## src/rtl/tick_timer_if.sv

```systemverilog
// Control and status bundle for tick_timer.
// The irq_clr/irq pair exists only when TICK_TIMER_IRQ_EN is defined.
interface tick_timer_if #(
  parameter int unsigned WIDTH = 8
);
  logic             enable;
  logic             mode;
  logic             start;
  logic             load;
  logic [WIDTH-1:0] load_value;
  logic [WIDTH-1:0] divisor;
  logic             div_valid;
  logic [WIDTH-1:0] count;
  logic             tick;
  logic             busy;
`ifdef TICK_TIMER_IRQ_EN
  logic             irq_clr;
  logic             irq;
`endif

  modport master (
    output enable,
    output mode,
    output start,
    output load,
    output load_value,
    output divisor,
    output div_valid,
`ifdef TICK_TIMER_IRQ_EN
    output irq_clr,
    input  irq,
`endif
    input  count,
    input  tick,
    input  busy
  );

  modport slave (
    input  enable,
    input  mode,
    input  start,
    input  load,
    input  load_value,
    input  divisor,
    input  div_valid,
`ifdef TICK_TIMER_IRQ_EN
    input  irq_clr,
    output irq,
`endif
    output count,
    output tick,
    output busy
  );
endinterface

```

## src/rtl/tick_timer.sv

```systemverilog
// Programmable-period tick timer with free-running and one-shot modes.
// Optional sticky interrupt output enabled by defining TICK_TIMER_IRQ_EN.
module tick_timer #(
  parameter int unsigned WIDTH         = 8,
  parameter int unsigned RESET_DIVISOR = 256
) (
  input  logic        clock,
  input  logic        reset,
  tick_timer_if.slave bus
);

  typedef enum logic [1:0] {
    IDLE = 2'd0,
    RUN  = 2'd1,
    DONE = 2'd2
  } state_t;

  state_t           state_q;
  state_t           state_d;
  logic [WIDTH-1:0] count_q;
  logic [WIDTH-1:0] count_d;
  logic [WIDTH-1:0] div_q;
  logic [WIDTH-1:0] div_d;
  logic [WIDTH-1:0] term;
  logic             tick_q;
  logic             tick_d;
  logic             busy_q;
  logic             busy_d;

  // Divisor 0 underflows to all ones, giving the full 2^WIDTH period.
  assign term = div_q - WIDTH'(1);

  always_ff @(posedge clock) begin
    if (reset) begin
      state_q <= IDLE;
      count_q <= '0;
      tick_q  <= 1'b0;
      busy_q  <= 1'b0;
      div_q   <= WIDTH'(RESET_DIVISOR);
    end else begin
      state_q <= state_d;
      count_q <= count_d;
      tick_q  <= tick_d;
      busy_q  <= busy_d;
      div_q   <= div_d;
    end
  end

  // Control priority: load, then start, then count advance.
  always_comb begin
    state_d = state_q;
    count_d = count_q;
    tick_d  = 1'b0;
    div_d   = bus.div_valid ? bus.divisor : div_q;
    if (bus.load) begin
      count_d = bus.load_value;
    end else if (bus.start) begin
      count_d = '0;
      state_d = RUN;
    end else if ((state_q == RUN) && bus.enable) begin
      // >= so a count pushed past the terminal still wraps.
      if (count_q >= term) begin
        count_d = '0;
        tick_d  = 1'b1;
        if (bus.mode) begin
          state_d = DONE;
        end
      end else begin
        count_d = count_q + WIDTH'(1);
      end
    end
    busy_d = (state_d == RUN);
  end

  assign bus.count = count_q;
  assign bus.tick  = tick_q;
  assign bus.busy  = busy_q;

`ifdef TICK_TIMER_IRQ_EN
  logic irq_q;

  // Sticky on a rising tick; the set beats a simultaneous clear.
  always_ff @(posedge clock) begin
    if (reset) begin
      irq_q <= 1'b0;
    end else if (tick_d && !tick_q) begin
      irq_q <= 1'b1;
    end else if (bus.irq_clr) begin
      irq_q <= 1'b0;
    end
  end

  assign bus.irq = irq_q;
`endif

endmodule

```

## src/flat_wrapper.sv

```systemverilog
// flat-port wrapper written by rule: the top's interface ports become plain ports
module tick_timer_flat 
#(
  parameter int unsigned WIDTH         = 8,
  parameter int unsigned RESET_DIVISOR = 256
)
  (clock, reset, bus_enable, bus_mode, bus_start, bus_load, bus_load_value, bus_divisor, bus_div_valid, bus_count, bus_tick, bus_busy);
  tick_timer_if #(.WIDTH(WIDTH)) bus_i ();
  input  logic clock;
  input  logic reset;
  input wire logic [$bits(bus_i.enable)-1:0] bus_enable;
  input wire logic [$bits(bus_i.mode)-1:0] bus_mode;
  input wire logic [$bits(bus_i.start)-1:0] bus_start;
  input wire logic [$bits(bus_i.load)-1:0] bus_load;
  input wire logic [$bits(bus_i.load_value)-1:0] bus_load_value;
  input wire logic [$bits(bus_i.divisor)-1:0] bus_divisor;
  input wire logic [$bits(bus_i.div_valid)-1:0] bus_div_valid;
  output wire logic [$bits(bus_i.count)-1:0] bus_count;
  output wire logic [$bits(bus_i.tick)-1:0] bus_tick;
  output wire logic [$bits(bus_i.busy)-1:0] bus_busy;
  assign bus_i.enable = bus_enable;
  assign bus_i.mode = bus_mode;
  assign bus_i.start = bus_start;
  assign bus_i.load = bus_load;
  assign bus_i.load_value = bus_load_value;
  assign bus_i.divisor = bus_divisor;
  assign bus_i.div_valid = bus_div_valid;
  assign bus_count = bus_i.count;
  assign bus_tick = bus_i.tick;
  assign bus_busy = bus_i.busy;
  tick_timer #(.WIDTH(WIDTH), .RESET_DIVISOR(RESET_DIVISOR)) u_core (.clock(clock), .reset(reset), .bus(bus_i));
endmodule
```

## config.mk

```make
export PLATFORM = sky130hd
export DESIGN_NAME = tick_timer_flat
export DESIGN_NICKNAME = d
export VERILOG_FILES = /design/src/rtl/tick_timer_if.sv /design/src/rtl/tick_timer.sv /design/src/flat_wrapper.sv
export SDC_FILE = /design/constraint.sdc
export NUM_CORES = 1
export LEC_CHECK = 0
export BUFFER_PORTS_ARGS = -buffer_cell sky130_fd_sc_hd__buf_2
export CELL_PAD_IN_SITES_DETAIL_PLACEMENT = 0
export CELL_PAD_IN_SITES_GLOBAL_PLACEMENT = 1
export CORE_ASPECT_RATIO = 1.75
export CORE_UTILIZATION = 38
export CTS_CLUSTER_DIAMETER = 40
export DETAILED_ROUTE_END_ITERATION = 8
export HOLD_SLACK_MARGIN = 0.08
export PLACE_DENSITY = 0.82
export SYNTH_ARGS = -nofsm -noshare
export SYNTH_HDL_FRONTEND = slang
export SYNTH_SLANG_ARGS = --single-unit
```

## constraint.sdc

```tcl
create_clock -name clock -period 2.7 [get_ports clock]
set_input_delay 0.135 -clock clock [delete_from_list [all_inputs] [get_ports clock]]
set_output_delay 0.135 -clock clock [all_outputs]
set_load 0.02 [all_outputs]
```

==> results of run 1 <==
worst paths after layout:
path	depth (start not counted)	slack, ps	endpoint
setup / recovery	9	360	u_core.bus.count[0]
hold / removal	3	80	u_core.bus.count[3]
setup reg to reg	9	360	u_core.bus.count[0]
hold reg to reg	2	550	u_core.state_q[0]
worst min-delay path, delay by kind of cell:
kind	cells	cell delay, ps
compound gates	1	50
simple gates	1	50
buf+inv	1	80
cell families (layout without fill, tap and decap cells):
family | count (synthesis) | after routing | synth area share [%]
flops | 20 | 20 | 31.9
fa+ha+maj | 10 | 10 | 9.96
mux | 8 | 8 | 6.37
compound gates | 29 | 29 | 18.0
buf+inv | 9 | 42 | 3.59
simple gates | 59 | 59 | 26.0
xor+xnor | 6 | 6 | 4.18
metrics by stage:
stage                     util (%)  instances  setup WS, ps
after floorplan                  -        141           624
after global placement        45.8        211           449
after detailed placement      45.8        211           366
after CTS                     48.2        217           347
after global routing          48.2        217          91.1
final                         48.2        217           355
cell usage after synthesis, types with 2 or more instances:
master	number	area, sq um
a31oi_1	4	25.0
nor4b_1	2	17.5
o21a_1	2	15.0
nor2b_1	4	25.0
mux2i_1	8	80.1
a32oi_1	3	26.3
inv_1	4	15.0
nor2_1	15	56.3
xnor2_1	3	26.3
ha_1	10	125
clkbuf_1	2	7.51
and3_1	3	18.8
a21oi_1	3	15.0
o211ai_1	2	15.0
xor2_1	3	26.3
a221oi_2	2	30.0
nand2_1	12	45.0
a211oi_2	2	25.0
nand3_1	5	25.0
o21ai_0	7	35.0
nor4_1	3	18.8
nor3_1	4	20.0
dfxtp_1	20	400
power by group through the flow:
stage / sequential, mW / combinational (mW) / clock, mW
floorplan: 0.347 / 0.125 / 0
detailed placement: 0.342 / 0.184 / 0
CTS: 0.335 / 0.186 / 0.236
global route: 0.338 / 0.208 / 0.251
global placement: 0.341 / 0.178 / 0
finish: 0.335 / 0.184 / 0.228
flip-flops by register name, summed over array words and instances, names as in the netlist:
| register | count |
|---|---|
| u_core.bus.count | 8 |
| u_core.bus.tick | 1 |
| u_core.div_q | 8 |
| u_core.state_q | 2 |
| u_core.bus.busy | 1 |
cells in the final DEF (no fill, tap or decap), drive strengths merged, types with 4 or more instances in the layout:
| cell | count |
|---|---|
| a21oi | 4 |
| a31oi | 4 |
| buf | 32 |
| clkbuf | 4 |
| dfxtp | 20 |
| ha | 10 |
| inv | 4 |
| mux2i | 8 |
| nand2 | 12 |
| nand3 | 5 |
| nor2 | 16 |
| nor2b | 4 |
| nor3 | 5 |
| o21ai | 8 |
layout make-up:
class                           count  area (sq um)
Sequential cell                    20           400
Tap cell                           43          53.8
Inverter                            4          15.0
Clock buffer                        4          55.1
Timing Repair Buffer               34           180
Multi-Input combinational cell    112           811
Fill cell                         334          1630
layer usage:
metal / share of wire, % / vias to the layer above
li1: - / 580
met1: 37 / 554
met2: 58 / 28
met3: 2.7 / 9
met4: 2.4 / 0
met5: 0 / -
==> run metrics, run 1 <==
run status completed; Layout Skew ~0.8 ps; clock share of power ~31%; f_max 426 MHz; HP Start bus_load_value[3]; Setup crit start u_core.div_q[2]; die height 78.1 microns; CP max FO 10; Fin. Hold Viols 0; core area approximately 3100 sq um; startpoint type of the worst setup path flop; CP Class flop to flop; Total GRT Usage around 18%; Yosys cell types between 40 and 50; Sw Pwr 224 uW; fraction of layout cells with a size suffix above 1 a little over a quarter; worst-case clock buffer depth 2; Final Instance Area around 1500 sq um; # nets final 208; DRC viols 0; CTS tree built; met2 usage 35.9%; IO buf count 32; Num CTS Buffers 3; Total Power 747 uW; Setup-failing EPs final 0; Routed WL per cell between 10 and 15 microns; Slew headroom a little over two fifths; critical path capture point type flop; static leakage 0.688 nW; crit-path cells nor4_1 > nand2_1 > xor2_1 > ha_1 > a21oi_1 > o211ai_1 > a21oi_4 > a221oi_2 > a211oi_2; Int Pwr about 520 uW; RSZ-0062 raised after global routing false; peak supply drop 291 uV; global-route layer with the greatest usage met2; critical path's slowest cell nor4_1; Synth async-reset ratio 0%; vias in the first global route 1,208; setup_tns 0 ps; Post-Syn Area per Cell 8.91 sq um; EDFF count, synth 0; ys flop type dfxtp_1; min Tclk post-route roughly 2300 ps; Die ar. approximately 3500 sq um; hold crit path type primary input to flop; GPL Wtd Cong about 0.75; Root Buffer clkbuf_8; Starting Density approximately 40%; Via Count ~1,200; Synth Cell Area ~1300 sq um; row count 27; Max stage delay on crit path about 360 ps; initial antenna violation count 0; switching fraction of total power between 20% and 30%; GR Layer Usage met1 between 15 and 20%; routed vias/inst 5.40; Syn Nets ~170; DRT antenna net count 0; Least-Margin Pin Slew about 840 ps; post-DP HPWL approximately 2300 microns; cell family with most CP delay compound AO/OA/AOI/OAI gates; Hold Buf Count CTS 2; Worst R2R Start u_core.div_q[2]; area grow syn2layout 20.6%; fraction of the yosys area taken by sequential cells around a third; met3 Use GR 2.99%; Clock transition at path regs 70 ps; htree depth 1; 1st-iter DRT viols 31; grt total ovfl 0; synth warn 0; Pwr per Cell Area about 500 nW/um^2; final wirelength slightly below 3000 microns; Max-Cap Viols 0; placed cell areas 1440 sq um; Yosys reg bits 20; Hold Worst Slack around 81 ps; CTS resizes 0; setup bufs post-CTS 0; Data arrival, critical path ~2500 ps; router iterations before antenna repair 3; sequential share of power between 40% and 50%; worst path required time about 2900 ps; Die Wd 45.5 microns; max-slew violation count 0; largest net degree at the start of global routing 21; # IOs 33; Crit path buffers/inverters 0; final worst-path cycle share between 80% and 90%; Logic pwr share about a quarter; Sink Count 20; Synth Instances around 140; global-route wire length before repair 4940 microns; worst skew pair latency about 260 ps; diode count 0
Power figures use the tool's default switching activity.
==> run 2, diff against run 1 <==
==> constraint.sdc (replaced) <==
create_clock -name clock -period 2.7 [get_ports clock]
set_input_delay 0.405 -clock clock [delete_from_list [all_inputs] [get_ports clock]]
set_output_delay 0.405 -clock clock [all_outputs]
set_load 0.02 [all_outputs]
==> run 2 against run 1 <==
Hold slack improved by 260 ps. Maximum frequency rose by 2.2%. Total power rose by 10%. Clock power rose by 35%. Register-to-register slack improved by 50 ps. Clock skew rose by 0.89 ps. Cell count fell by 0.46%. Non-clock buffer count fell by 1. First-iteration DRC count rose by 39%. Via count fell by 1.4%. Critical path depth did not move. Core utilization rose by 0.12 points.
==> run metrics, run 2 (same netlist as run 1, synthesis figures left out) <==
run status completed; initial antenna violation count 0 (unchanged); hold crit path type primary input to flop; diode count 0 (unchanged); grt total ovfl 0 (unchanged); area grow syn2layout 20.9%; HP Start bus_load_value[4]; setup bufs post-CTS 0 (unchanged); max-slew violation count 0 (unchanged); Setup-failing EPs final 0 (unchanged); hold path cells 3 (unchanged); peak supply drop 306 uV (+5.4%); vias in the first global route 1,146 (-5.1%); Hold Crit Endpoint u_core.bus.count[4]; CP max FO 10 (unchanged); Starting Density 40.0% (unchanged); Final Instance Area 1520 sq um (+0.25%); Num CTS Buffers 3 (unchanged); post-DP HPWL 2300 microns (-0.13%); commonest non-fill, non-tap cell in the layout buf_2; # nets final 207 (-0.48%); static leakage 0.691 nW (+0.55%); # IOs 33 (unchanged); critical path capture point type flop; CTS tree built; CP Class flop to flop; Clock transition at path regs 80 ps (about the same); worst skew pair latency 270 ps (about the same); FF-to-FF End u_core.bus.count[7]; Place WS 421 ps (+55.1 ps); Least-Margin Pin Slew 394 ps (-445 ps); most frequent cells in the layout 32 x buf_2, 20 x dfxtp_1, 15 x nor2_1; worst-case clock buffer depth 2 (unchanged); Worst Slack Setup Final 405 ps (+50.3 ps); Data arrival, critical path 2490 ps (-40 ps); fraction of layout cells with a size suffix above 1 27.2% (+0.73 points); placed cell areas 1450 sq um (+0.52%); global-route wire length before repair 4830 microns (-2.2%); Max-Cap Viols 0 (unchanged); cell family with most CP delay compound AO/OA/AOI/OAI gates; Crit path buffers/inverters 0 (unchanged); GPL Wtd Cong 0.783 (+5.0%); DRC viols 0 (unchanged); RSZ-0062 raised after global routing false; setup_tns 0 ps (unchanged); Cell Count, Final, Fillers Out 216 (-0.46%); r2r worst-path depth 9 (unchanged); Via Count 1,155 (-1.4%); Total Power 825 uW (+10%); Pwr per Cell Area 543 nW/um^2 (+10%); final worst-path cycle share 85.0% (-1.9 points); Layout Skew 1.69 ps (+0.892 ps); Total GRT Usage 18.3% (-0.090 points); crit-path cells nor4_1 > nand2_1 > xor2_1 > ha_1 > a21oi_1 > o211ai_1 > a21oi_4 > a22oi_1 > a31oi_1; htree depth 1 (unchanged); final wirelength 2880 microns (-0.79%); Worst R2R Start u_core.div_q[2]; die height 78.1 microns (unchanged); 1st-iter DRT viols 43 (+39%); core area 3140 sq um (unchanged); DRT antenna net count 0 (unchanged); critical path's slowest cell nor4_1; Root Buffer clkbuf_8; CTS resizes 0 (unchanged); IO buf count 32 (unchanged); min Tclk post-route 2290 ps (-50.3 ps); Routed WL per cell 13.3 microns (-0.33%); fillcell total 311 (-6.9%); Die Wd 45.5 microns (unchanged); placed cells 212 (+0.47%); Hold Buf Count CTS 0 (-2); f_max 436 MHz (+2.2%); Max stage delay on crit path 360 ps (about the same); Die ar. 3550 sq um (unchanged); worst path required time 2890 ps (about the same); Fin. Hold Viols 0 (unchanged); router iterations before antenna repair 4 (+1); startpoint type of the worst setup path flop; row count 27 (unchanged); Sink Count 20 (unchanged); Slew headroom 73.7% (+30 points); Register-to-Register Setup Slack 410 ps (+50 ps); routed vias/inst 5.35 (-0.91%); largest net degree at the start of global routing 21 (unchanged)
[run 2: cell count changes in the layout (fill, tap and decap cells not counted), sizes merged]
cell / before / now
bufinv: 0 / 1
clkbuf: 4 / 3
buf: 32 / 33
dlygate4sd3: 2 / 0
[run 2: stage by stage]
stage	hold WS (ps)	utilization, %
2_1_floorplan	481	-
3_3_place_gp	506	46.1
3_5_place_dp	531	46.1
4_1_cts	340	48.3
5_1_grt	346	48.3
6_report	343	48.3
[run 2: worst reg2reg max path: stages, from the launching register on]
cell,delay (ps)
dfxtp_1,350
nor4_1,360
nand2_1,110
xor2_1,160
ha_1,290
a21oi_1,180
o211ai_1,180
a21oi_4,300
a22oi_1,120
a31oi_1,180
[run 2: power breakdown]
| part | total [mW] | internal [mW] | switching (mW) | leakage [nW] |
|---|---|---|---|---|
| clock network | 0.308 | 0.198 | 0.109 | 0.0357 |
| registers | 0.334 | 0.312 | 0.0219 | 0.165 |
| logic | 0.183 | 0.0805 | 0.102 | 0.491 |
| total | 0.825 | 0.591 | 0.234 | 0.691 |
[run 2: routing by layer]
layer | global-route usage, % | wire length, microns | vias up
met2 | 35.7 | 1660 | 24
met5 | 0 | 0 | -
met4 | 7.27 | 56 | 0
met1 | 17.5 | 1090 | 548
met3 | 2.30 | 70 | 5
li1 | - | - | 578
[run 2: worst max-delay path by stage]
stage	cells after the start	from	slack (ps)	to
3_3_place_gp	9	u_core.div_q[2]	480	u_core.bus.count[2]
5_1_grt	9	u_core.div_q[2]	200	u_core.bus.count[1]
4_1_cts	9	u_core.div_q[2]	400	u_core.bus.count[0]
6_report	9	u_core.div_q[2]	410	u_core.bus.count[7]
3_5_place_dp	9	u_core.div_q[2]	420	u_core.bus.count[2]
2_1_floorplan	9	u_core.div_q[2]	620	u_core.bus.count[0]
[run 2: final cells by class]
class / count / area [sq um] / share of cell area, %
Clock inverter: 1 / 30.0 / 1.98
Multi-Input combinational cell: 112 / 811 / 53.4
Clock buffer: 3 / 41.3 / 2.72
Sequential cell: 20 / 400 / 26.4
Timing Repair Buffer: 33 / 168 / 11.0
Inverter: 4 / 15.0 / 0.988
Tap cell: 43 / 53.8 / 3.54
==> run 3, diff against run 2 <==
--- a/config.mk
+++ b/config.mk
@@ -9,11 +9,11 @@
 export CELL_PAD_IN_SITES_DETAIL_PLACEMENT = 0
 export CELL_PAD_IN_SITES_GLOBAL_PLACEMENT = 1
 export CORE_ASPECT_RATIO = 1.75
-export CORE_UTILIZATION = 38
+export CORE_UTILIZATION = 35
 export CTS_CLUSTER_DIAMETER = 40
 export DETAILED_ROUTE_END_ITERATION = 8
 export HOLD_SLACK_MARGIN = 0.08
-export PLACE_DENSITY = 0.82
+export PLACE_DENSITY = 0.79
 export SYNTH_ARGS = -nofsm -noshare
 export SYNTH_HDL_FRONTEND = slang
 export SYNTH_SLANG_ARGS = --single-unit
==> constraint.sdc (replaced) <==
create_clock -name clock -period 2 [get_ports clock]
set_input_delay 0.3 -clock clock [delete_from_list [all_inputs] [get_ports clock]]
set_output_delay 0.3 -clock clock [all_outputs]
set_load 0.02 [all_outputs]
==> run 3 against run 2 <==
The run now ends with setup timing left. Non-clock buffer count up 17. Clock skew up 1.4 ps. Clock-buffer cell count unchanged. Register-to-register slack worse by 600 ps. Combinational power up 100%. Critical path type unchanged. Largest cell class unchanged.
==> run metrics, run 3 (same netlist as run 1, synthesis figures left out) <==
sequential cell area 413 sq um (+3.1%); Hold Worst Slack 239 ps (-104 ps); critical path capture point type flop; core area 3400 sq um (+8.2%); f_max 455 MHz (+4.4%); CTS tree built; row count 28 (+3.7%); global-route wire length before repair 5300 microns (+9.7%); fraction of layout cells with a size suffix above 1 47.1% (+20 points); Worst Slack Setup Final -198 ps (-604 ps); htree depth 1 (unchanged); final wirelength 3500 microns (+21%); Layout Skew 3.06 ps (+1.37 ps); min Tclk post-route 2200 ps (-96.2 ps); post-DP HPWL 2570 microns (+12%); final worst-path cycle share 110% (+25 points); met2 routed WL 2000 microns (+20%); Die Wd 47.3 microns (+4.0%); most frequent cells in the layout 32 x buf_2, 15 x buf_4, 14 x dfxtp_1; # nets final 225 (+8.7%); RSZ-0062 raised after global routing true; Die ar. 3840 sq um (+8.3%); Max stage delay on crit path 340 ps (-20 ps); Num CTS Buffers 3 (unchanged); critical path's slowest cell dfxtp_2; max-slew violation count 0 (unchanged); Total GRT Usage 19.4% (+1.1 points); DRC viols 0 (unchanged); Clock transition at path regs 80 ps (about the same); static leakage 0.815 nW (+18%); initial antenna violation count 0 (unchanged); run status finished with violations; peak supply drop 388 uV (+26%); Fin. Hold Viols 0 (unchanged); vias in the first global route 1,200 (+4.7%); failing checks setup timing; worst skew pair latency 270 ps (about the same); worst-case clock buffer depth 2 (unchanged); Final Util 53.3% (+4.9 points); routed vias/inst 5.33 (-0.23%); GPL Wtd Cong 0.773 (-1.3%); startpoint type of the worst setup path flop; DRT antenna net count 0 (unchanged); Least-Margin Pin Slew 367 ps (-27.5 ps); Pwr per Cell Area 682 nW/um^2 (+26%); Slew headroom 75.2% (+1.5 points); Max-Cap Viols 0 (unchanged); hold crit path type primary input to flop; Sink Count 20 (unchanged); Root Buffer clkbuf_8; crit-path cells buf_6 > nor4b_4 > xnor2_1 > ha_1 > a21oi_2 > o211ai_1 > buf_4 > a21oi_4 > nand3_1 > a31oi_1; grt total ovfl 0 (unchanged); die height 81.3 microns (+4.1%); Routed WL per cell 14.8 microns (+11%); CP max FO 5 (-5); area grow syn2layout 44.1%; Starting Density 37.0% (-3.0 points); Via Count 1,259 (+9.0%); 1st-iter DRT viols 26 (-40%); worst path required time 2190 ps (-700 ps); fillcell total 330 (+6.1%); # IOs 33 (unchanged); diode count 0 (unchanged); IO buf count 32 (unchanged); router iterations before antenna repair 4 (unchanged); Data arrival, critical path 2390 ps (-100 ps); largest net degree at the start of global routing 21 (unchanged); met3 wirelength from detailed routing 93 microns (+33%); WL met1 1270 microns (+16%); commonest non-fill, non-tap cell in the layout buf_2; CP Class flop to flop; Setup-failing EPs final 12 (+12); area of the multi-input gates 940 sq um (+16%); Top Metal Used met4
-- run 3: layer usage --
metal | vias to the layer above | track usage [%]
met5 | - | 0
met4 | 0 | 10.9
met3 | 13 | 2.00
met2 | 30 | 37.3
met1 | 591 | 18.1
li1 | 625 | -
-- run 3: final timing paths --
| path | startpoint | to | slack (ps) | cells past startpoint |
|---|---|---|---|---|
| hold / removal | bus_load_value[3] | u_core.bus.count[3] | 240 | 3 |
| setup / recovery | u_core.div_q[0] | u_core.bus.count[7] | -200 | 10 |
| hold reg to reg | u_core.div_q[4] | u_core.div_q[4] | 550 | 2 |
| setup reg to reg | u_core.div_q[0] | u_core.bus.count[7] | -200 | 10 |
-- run 3: report_power, final --
group	switching, mW	leakage (nW)	internal, mW
registers	0.0249	0.168	0.422
clock network	0.150	0.0357	0.268
logic	0.200	0.612	0.171
total	0.375	0.815	0.860
-- run 3: cell type report --
cell class	count	share of cell area, %
Clock buffer	3	2.28
Clock inverter	1	1.66
Inverter	4	0.829
Multi-Input combinational cell	113	51.9
Sequential cell	20	22.8
Tap cell	45	3.11
Timing Repair Buffer	50	17.4
-- run 3: timing repair --
action / in CTS / in global routing
pin swaps: 19 / 8
buffers inserted: 2 / 2
cloned: 1 / 0
hold buffers: 0 / 0
gates resized for setup: 30 / 7
endpoints found under the setup margin: 12 / 12
-- run 3: worst max-delay path, delay by kind of cell (launching register included) --
kind,cells,cell delay (ps)
and+or+nand+nor,2,370
DFF,1,340
adders and majority gates,1,330
xor gates and xnor gates,1,110
buffers and inverters,2,300
AOI/OAI and AO/OA,4,670
-- run 3: metrics by stage --
step	setup WS, ps	area, sq um	instances	TNS, ps	power, mW
6_report	-198	1810	236	-1790	1.24
3_5_place_dp	-242	1560	227	-1990	0.743
5_1_grt	-318	1810	236	-2970	1.29
2_1_floorplan	-5.67	1270	141	-13.3	0.640
4_1_cts	-163	1760	234	-894	1.21
3_3_place_gp	-154	1560	227	-1180	0.733
